==> src/rtl/branching_logic_pkg.sv <==
// Shared constants for next-PC selection: bus defaults and branch condition codes.
// The condition-code constants are also used by the control unit's decoder.
package branching_logic_pkg;

    localparam int ADDR_W_DEF  = 32;
    localparam int PC_STEP_DEF = 4;

    localparam logic [3:0] COND_AL = 4'b0000;
    localparam logic [3:0] COND_EQ = 4'b0001;
    localparam logic [3:0] COND_NE = 4'b0010;
    localparam logic [3:0] COND_MI = 4'b0011;
    localparam logic [3:0] COND_PL = 4'b0100;
    localparam logic [3:0] COND_CS = 4'b0101;
    localparam logic [3:0] COND_CC = 4'b0110;
    localparam logic [3:0] COND_VS = 4'b0111;
    localparam logic [3:0] COND_VC = 4'b1000;
    localparam logic [3:0] COND_LT = 4'b1001;
    localparam logic [3:0] COND_GE = 4'b1010;
    localparam logic [3:0] COND_GT = 4'b1011;
    localparam logic [3:0] COND_LE = 4'b1100;
    localparam logic [3:0] COND_HI = 4'b1101;
    localparam logic [3:0] COND_LS = 4'b1110;
    localparam logic [3:0] COND_NV = 4'b1111;

endpackage

==> src/rtl/branching_logic_cond_eval.sv <==
// Combinational branch condition evaluator.
// Ports: zero/sign/carry/overflow flags, 4-bit code in; 1-bit cond out.
module branch_cond_eval
    import branching_logic_pkg::*;
(
    input  logic       zero_flag,
    input  logic       sign_flag,
    input  logic       carry_flag,
    input  logic       overflow_flag,
    input  logic [3:0] code,
    output logic       cond
);

    logic lt;

    // signed less-than after a subtract
    assign lt = sign_flag ^ overflow_flag;

    always_comb begin
        cond = 1'b0;
        unique case (code)
            COND_AL: cond = 1'b1;
            COND_EQ: cond = zero_flag;
            COND_NE: cond = !zero_flag;
            COND_MI: cond = sign_flag;
            COND_PL: cond = !sign_flag;
            COND_CS: cond = carry_flag;
            COND_CC: cond = !carry_flag;
            COND_VS: cond = overflow_flag;
            COND_VC: cond = !overflow_flag;
            COND_LT: cond = lt;
            COND_GE: cond = !lt;
            COND_GT: cond = !zero_flag && !lt;
            COND_LE: cond = zero_flag || lt;
            COND_HI: cond = carry_flag && !zero_flag;
            COND_LS: cond = !carry_flag || zero_flag;
            COND_NV: cond = 1'b0;
            default: cond = 1'b0;
        endcase
    end

endmodule

==> src/rtl/branching_logic.sv <==
// Next-PC selection: picks jump_addr on a taken branch, else PC + PC_STEP.
// Ports: clk, rst_n (sync, low), flags, FlagControl, BranchControl, PCs in/out, branch_taken.
module branching_logic
    import branching_logic_pkg::*;
#(
    parameter int ADDR_W  = ADDR_W_DEF,
    parameter int PC_STEP = PC_STEP_DEF
) (
    input  logic              clk,
    input  logic              rst_n,
    input  logic [ADDR_W-1:0] jump_addr,
    input  logic              zero_flag,
    input  logic              sign_flag,
    input  logic              carry_flag,
    input  logic              overflow_flag,
    input  logic [3:0]        FlagControl,
    input  logic              BranchControl,
    input  logic [ADDR_W-1:0] program_counter_in,
    output logic [ADDR_W-1:0] program_counter_out,
    output logic              branch_taken
);

    logic              cond;
    logic              take;
    logic [ADDR_W-1:0] seq_pc;
    logic [ADDR_W-1:0] next_pc;

    branch_cond_eval u_cond (
        .zero_flag    (zero_flag),
        .sign_flag    (sign_flag),
        .carry_flag   (carry_flag),
        .overflow_flag(overflow_flag),
        .code         (FlagControl),
        .cond         (cond)
    );

    assign take    = BranchControl & cond;
    // wraps silently at 2^ADDR_W
    assign seq_pc  = program_counter_in + ADDR_W'(PC_STEP);
    assign next_pc = take ? jump_addr : seq_pc;

    always_ff @(posedge clk) begin
        if (!rst_n) begin
            program_counter_out <= '0;
            branch_taken        <= 1'b0;
        end else begin
            program_counter_out <= next_pc;
            branch_taken        <= take;
        end
    end

endmodule

==> config.mk <==
export PLATFORM = sky130hd
export DESIGN_NAME = branching_logic
export DESIGN_NICKNAME = d
export VERILOG_FILES = /design/src/rtl/branching_logic_pkg.sv /design/src/rtl/branching_logic_cond_eval.sv /design/src/rtl/branching_logic.sv
export SDC_FILE = /design/constraint.sdc
export NUM_CORES = 1
export LEC_CHECK = 0
export ABC_AREA = 1
export CAP_MARGIN = 20
export CORE_MARGIN = 2
export CORE_UTILIZATION = 45
export CTS_CLUSTER_DIAMETER = 40
export DETAILED_ROUTE_END_ITERATION = 8
export GPL_TIMING_DRIVEN = 1
export PLACE_DENSITY = 0.9
export SLEW_MARGIN = 25
export SYNTH_ARGS = -nofsm -noshare
export SYNTH_HDL_FRONTEND = slang
export SYNTH_SLANG_ARGS = --single-unit
==> constraint.sdc <==
create_clock -name clk -period 2.7 [get_ports clk]
set_clock_uncertainty 0.1 [all_clocks]
set_input_delay 0.27 -clock clk [delete_from_list [all_inputs] [get_ports clk]]
set_output_delay 0.27 -clock clk [all_outputs]
set_load 0.1 [all_outputs]
After elaboration in Yosys (flattened, before gate mapping)
Cells that the tools add are included.
{ "word_totals": {"wordCells": 32, "register_bits": 33, "inputBits": 75, "out_inout_bits": 33} }
{ "op_classes": {"muxes": 2, "addsub": 1, "reduce_logical": 10, "eq_ne": 15, "bitwise_logic": 2} }
{ "ops": {"columns": ["cell", "count"], "rows": [
  ["adder 32 x 3 -> 32 bit (second input constant)", 1],
  ["equality test 4 bit (second input constant)", 8],
  ["2-to-1 mux 32 bit", 1],
  ["equality test 4 x 3 -> 1 bit (second input constant)", 4],
  ["case mux 1 bit (16 select lines)", 1],
  ["equality test 4 x 2 -> 1 bit (second input constant)", 2],
  ["logical NOT 1 bit", 5],
  ["equality test 4 x 1 -> 1 bit (second input constant)", 1],
  ["logical NOT 4 bit", 1],
  ["logical AND 1 bit", 2],
  ["logical OR 1 bit", 2],
  ["bitwise AND 1 bit", 1],
  ["XOR 1 bit", 1]
]} }

Depth between registers and ports, before layout
Gate-level depths: netlist of run 1.
{ "logic_depth": {"depth_word": 6, "depth_mapped": 13, "ltp_nobuf": 12} }

Modules after synthesis
A second synthesis of run 1 with hierarchy kept.
{ "unflattened": {"cells_unflattened": 358, "hier_area_um2": 2154.6} }
{ "by_module_without_submodules": {"columns": ["module", "area_per_inst_um2", "cells_per_inst", "seq_area_each_um2", "instances"], "rows": [
  ["branching_logic", 1888.1, 299, 660.6, 1],
  ["branch_cond_eval", 266.5, 59, 0.0, 1]
]} }

Worst setup path after synthesis of run 1
OpenSTA, ideal clock, no wires.
{ "synth_timing": {"kind": "input port to flip-flop", "start": "input port program_counter_in[2]", "end": "register program_counter_out[28]", "path_slack_ps": 1085, "t_arrival_ps": 1400, "required_time_ps": 2485, "setup_time_ps": 115, "stages": 9, "n_path_buf": 0, "cell_sequence": "ha_1 > nand2_1 > nor2_1 > nand2_1 > nor2_1 > nand2_1 > xnor2_1 > a21oi_1 > nor2_1"} }
{ "synth_via": {"elab_chain_cells": 2} }
{ "synth_lines": {"columns": ["element", "line", "text"], "rows": [
  ["start: declaration", "branching_logic.sv:18", "input logic [ADDR_W-1:0] program_counter_in,"],
  ["adder 32 x 3 -> 32 bit", "branching_logic.sv:39", "assign seq_pc = program_counter_in + ADDR_W'(PC_STEP);"],
  ["2-to-1 mux 32 bit", "branching_logic.sv:40", "assign next_pc = take ? jump_addr : seq_pc;"],
  ["end signal: assignment", "branching_logic.sv:47", "program_counter_out <= next_pc;"],
  ["end: declaration", "branching_logic.sv:19", "output logic [ADDR_W-1:0] program_counter_out,"]
]} }
Every way passes these cells.
A chain may end at the register's enable or synchronous reset.

Final worst setup path of run 1
Ends and elaborated chain as after synthesis.

==> out/metrics.cfg, run 1 <==
[hold_path]
hold_class = input pin to register

[worst_setup_path]
startpoint_type = input pin
cp_max_fo = 7
critPathKind = input pin to register
end_kind = register
crit_required_ps = 2780
crit_arrival_ps = 2250

[yosys]
synthAdderAreaFrac = 0.005411
synth_warnings = 0
synth_seq_area_share = 0.2857
synthSimpleGateAreaFrac = 0.5103
yosysTopAreaCell = dfxtp_1
ys_ff_latch = 33
ys_types = 25
synth_xor_area_frac = 0.07576
synth_edf_count = 0
synth_top_family_by_area = simple AND/OR/NAND/NOR gates
synth_area_mm2 = 0.002312
synth.top_cell.area_share = 0.2857
synth-compound-area-share = 0.04113
syn_nets = 469
async_flop_share = 0
syn_avg_cell_area_um2 = 5.884
synth_mux_area_frac = 0
ys.flop_type = dfxtp_1
synthCells = 393
synth.area.top_cells = dfxtp_1, nand2_1, nor2_1, nand3b_1, inv_1

[placed_design]
dpl_cell_area_mm2 = 0.003334
dp_hpwl_mm = 5.484
io_buffers = 107
place_congestion = 0.9461

[clock_tree]
cts_resized = 0
root_buffer = clkbuf_8
path_clk_slew_ps = 70
cts_sinks = 33
numCtsBuffers = 5
cts_hold_buf = 0
cts_tree = done
htreeDepth = 2
clock_path_buffers = 2
post_cts_buffers = 0

[routing]
wl_met3_um = 398
wire_per_inst_um = 12.13
routed_wl_mm = 6.867
postRouteAntennaNets = 0
via_per_inst = 4.774
routed.top_layer = met4
drc = 0
wl_met2_mm = 3.298
dr.pass1.iters = 4
drt_iter0_drc = 106
wl_met1_mm = 3.084
num_vias = 2702

[floorplan]
io_pins = 108
placementRows = 26
core_area_mm2 = 0.005042
initial_utilization = 0.4586
die_y_um = 75.68
fp.dieW_um = 75.68
die_area_mm2 = 0.005727

[final_layout]
utilization = 0.6784
finalInstanceArea_mm2 = 0.003421
mostFrequentLayoutCells = nand2_1, nor2_1, clkdlybuf4s50_1, buf_4, dfxtp_1
drive_gt1_frac = 0.09476
fill_cells = 487
final_nets = 572
antenna_cells = 0
syn_to_final_growth_pct = 47.94
final_common_cell = nand2_1

[job]
max-cap-violations = 0

[global_route]
grt_overflow = 0
antenna_found_initial = 0
grtUsageTotal = 0.2454
grt_pass1_vias = 2418
grt_max_degree = 36
grt_pass1_wl_mm = 10.78

[pwr]
ir_worst_vdd_v = 0.0003321
power_density_mw_per_mm2 = 483.7
p_leak_uw = 0.001615

[sta]
relSlewSlack = 0.6830
fin_crit_sh = 0.8023
setup-violations-final = 0
max_freq_mhz = 461.6
min_period_ps = 2166
final_hold_viol_count = 0
rsz0062_at_grt = no
setup-tns-final_ps = 0
tightest_slew_ps = 473.7
final_max_slew_viol_count = 0

[status]
status = complete, no violations

[logic make-up after synthesis]
group | Yosys count
DFF | 33
and+or+nand+nor | 276
xor gates and xnor gates | 20
buffers and inverters | 44
AOI/OAI and AO/OA | 19
adders and majority gates | 1
[power by group]
group | internal, uW | switching (uW) | total, uW
clock | 202 | 179 | 382
combinational | 219 | 510 | 729
sequential | 531 | 12.6 | 544
total | 953 | 702 | 1650
[final timing paths]
path / startpoint / to / slack [ps] / cells after the start
worst max-delay path: program_counter_in[2] / program_counter_out[28] / 530 / 10
worst min-delay path: jump_addr[18] / program_counter_out[18] / 470 / 3
[per-stage QoR]
| step | hold WS [ps] | std cells | worst slack (ps) | total power [uW] |
|---|---|---|---|---|
| final | 467.3 | 566 | 533.8 | 1655 |
| after global routing | 468.0 | 566 | 337.9 | 1736 |
| after CTS | 462.7 | 566 | 556.1 | 1664 |
| after detailed placement | 665.1 | 559 | 255.3 | 1284 |
| after global placement | 664.7 | 559 | 326.1 | 1275 |
| after floorplan | 301.7 | 393 | 1085 | 1057 |
[synth_stat cells (2+ instances only)]
library cell  count
nand4_1           9
nor3_1            6
xor2_1           11
buf_2             3
nand3b_1         18
nor2_1           94
nand2_1         132
dfxtp_1          33
buf_6             2
xnor2_1           9
nand3_1          12
clkbuf_1          7
a21oi_1          17
inv_1            29
[worst max-delay path, cell delays in order]
cell             delay [ps]
clkdlybuf4s50_1         520
ha_1                    200
nand2_1                  60
nor2_1                  380
nand2_1                 220
nor2_1                  200
nand2_1                 100
xnor2_1                 130
a21oi_1                 120
nor2_1                   60
[sequential cells by signal (all words and copies together), names as in the netlist]
name	cells
branch_taken	1
program_counter_out	32
[final cells by class]
| class | instances | area [um2] | area share |
|---|---|---|---|
| repair buffers | 110 | 1011 | 0.2955 |
| clock buffers | 7 | 86.33 | 0.02524 |
| multi-input cells | 316 | 1463 | 0.4276 |
| inverters | 30 | 112.6 | 0.03292 |
| flip-flops and latches | 33 | 660.6 | 0.1931 |
| well taps | 70 | 87.58 | 0.02560 |
[routing by layer]
layer / vias up / GRT usage
li1: 1423 / -
met1: 1194 / 0.3194
met2: 73 / 0.4097
met3: 12 / 0.04894
met4: 0 / 0.07602
met5: - / 0
Power figures use the tool's default switching activity.
==> run 2, diff against run 1 <==
- CORE_UTILIZATION: 45 -> 42
- PLACE_DENSITY: 0.9 -> 0.85
- clock period: 2.7 -> 2.1 ns (I/O delays scaled with it)
==> run 2 against run 1 <==
Via count grew 4.3%. Critical path depth unchanged. Non-clock buffer count up 16. Count of clock-buffer cells in the layout unchanged. First-iteration DRC count grew 56%. Die area rose by 6.8%. Final cell count rose by 3.5%. Sequential cell count did not move. Power rose by 39%. Routed wire length rose by 3.0%. Global-route usage decreased by 2.4 points. Sequential share of layout area shrank 1.0 points. Largest power group unchanged.
==> out/metrics.cfg, run 2 (synthesis results as in run 1) <==
[pwr]
ir_worst_vdd_v = 0.0004217
clkPwrFrac = 0.271
p_total_uw = 2300
p_leak_uw = 0.001718
switchingPower_uw = 922.7
pwr-share-comb = 0.425
swShare = 0.4011
power_density_mw_per_mm2 = 636.1
power_frac_seq = 0.304
p_int_uw = 1378

[global_route]
grt_pass1_wl_mm = 10.91
antenna_found_initial = 0
grt_max_degree = 36
grtUsageTotal = 0.2213
grt_pass1_vias = 2553
grt_overflow = 0

[worst_setup_path]
cpPeakStageDelay_ps = 650
cp_slowest_cell = clkdlybuf4s50_1
startpoint_type = input pin
cpMostUsedCell = nand2_1
critPathKind = input pin to register
cp_max_fo = 30
worstPathCellList = clkdlybuf4s50_1, nand2_1, nand2_1, nand2_1, a21oi_1, nand3_4, buf_12, nand3b_1, nand2_1, nor2_1
crit_arrival_ps = 2050
crit_end = program_counter_out[3]
end_kind = register
critPathLaunch = FlagControl[1]
crit_required_ps = 2220

[sta]
tightest_slew_ps = 512.6
rsz0062_at_grt = no
relSlewSlack = 0.6572
max_freq_mhz = 518.4
setup-violations-final = 0
min_period_ps = 1929
whs_ps = 404.7
final_max_slew_viol_count = 0
final_hold_viol_count = 0
fin_crit_sh = 0.9186

[clock_tree]
path_clk_slew_ps = 70
root_buffer = clkbuf_8
cts_sinks = 33
htreeDepth = 2
clock_path_buffers = 2
cts_hold_buf = 0
numCtsBuffers = 5
cts_tree = done
post_cts_buffers = 0

[routing]
dr.pass1.iters = 4
via_per_inst = 4.811
postRouteAntennaNets = 0
drt_iter0_drc = 165
drc = 0
wire_per_inst_um = 12.07
num_vias = 2819
routed_wl_mm = 7.071

[final_layout]
antenna_cells = 0
top_regs = program_counter_out (32), branch_taken (1)
fill_cells = 493
drive_gt1_frac = 0.1284
largest_register_ffs = 32
final_common_cell = nand2_1
syn_to_final_growth_pct = 56.39
mostFrequentLayoutCells = nand2_1, nor2_1, clkdlybuf4s50_1, buf_4, dfxtp_1
regMostFlops = program_counter_out
final_nets = 589

[floorplan]
fp.dieW_um = 78.20
placementRows = 27
die_y_um = 78.20
core_area_mm2 = 0.005405
io_pins = 108
initial_utilization = 0.4278
die_area_mm2 = 0.006114

[status]
status = complete, no violations

[placed_design]
io_buffers = 107
dp_hpwl_mm = 5.474
place_congestion = 0.9292

[hold_path]
hold_depth = 3
hold_class = input pin to register

[job]
max-cap-violations = 0

-- run 2: power by group through the flow --
| stage | clock, uW | sequential (uW) | combinational, uW |
|---|---|---|---|
| floorplan | 0 | 1120 | 234 |
| global placement | 0 | 713 | 949 |
| detailed placement | 0 | 712 | 960 |
| CTS | 635 | 699 | 964 |
| global route | 663 | 703 | 1030 |
| finish | 623 | 698 | 979 |
-- run 2: layout make-up --
cell class	count	area [um2]	share of cell area
Multi-Input combinational cell	317	1493	0.4128
Timing Repair Buffer	126	1144	0.3163
Sequential cell	33	660.6	0.1827
Inverter	30	112.6	0.03114
Tap cell	72	90.09	0.02491
Clock buffer	7	86.33	0.02388
Clock inverter	1	30.03	0.008304
-- run 2: worst min-delay path by stage --
| stage | start | to | slack [ps] |
|---|---|---|---|
| 2_1_floorplan | program_counter_in[0] | program_counter_out[0] | 240 |
| 3_3_place_gp | program_counter_out[4] | program_counter_out[4] | 610 |
| 3_5_place_dp | program_counter_out[26] | program_counter_out[26] | 610 |
| 4_1_cts | jump_addr[11] | program_counter_out[11] | 400 |
| 5_1_grt | jump_addr[17] | program_counter_out[17] | 420 |
| 6_report | jump_addr[9] | program_counter_out[9] | 400 |
-- run 2: metal layers --
metal  GRT usage  vias to the layer above  wire length (um)
met5           0                        -                 0
met4     0.08596                        0               130
met1      0.2743                     1250              3142
met2      0.3810                       95              3392
met3     0.03908                        9               405
li1            -                     1465                 -
-- run 2: worst max-delay path: cells and delay by family --
family	cells	cell delay, ps
simple gates	7	740
buf+inv	2	860
compound gates	1	230
-- run 2: per-stage QoR --
stage / cells / cell area (um2) / TNS [ps] / setup WS (ps) / util
after CTS: 585 / 3586 / 0 / 115.3 / 0.6634
after floorplan: 393 / 2312 / 0 / 545.4 / -
after global routing: 586 / 3616 / 0 / 21.55 / 0.6690
after detailed placement: 577 / 3470 / -3161 / -177.4 / 0.6419
after global placement: 577 / 3470 / -247.5 / -57.43 / 0.6419
final: 586 / 3616 / 0 / 170.9 / 0.6690
-- run 2: what timing repair did --
| item | 4_1_cts | 5_1_grt |
|---|---|---|
| resized for setup | 0 | 3 |
| hold endpoints to repair | 0 | 0 |
| setup endpoints to repair | 0 | 17 |
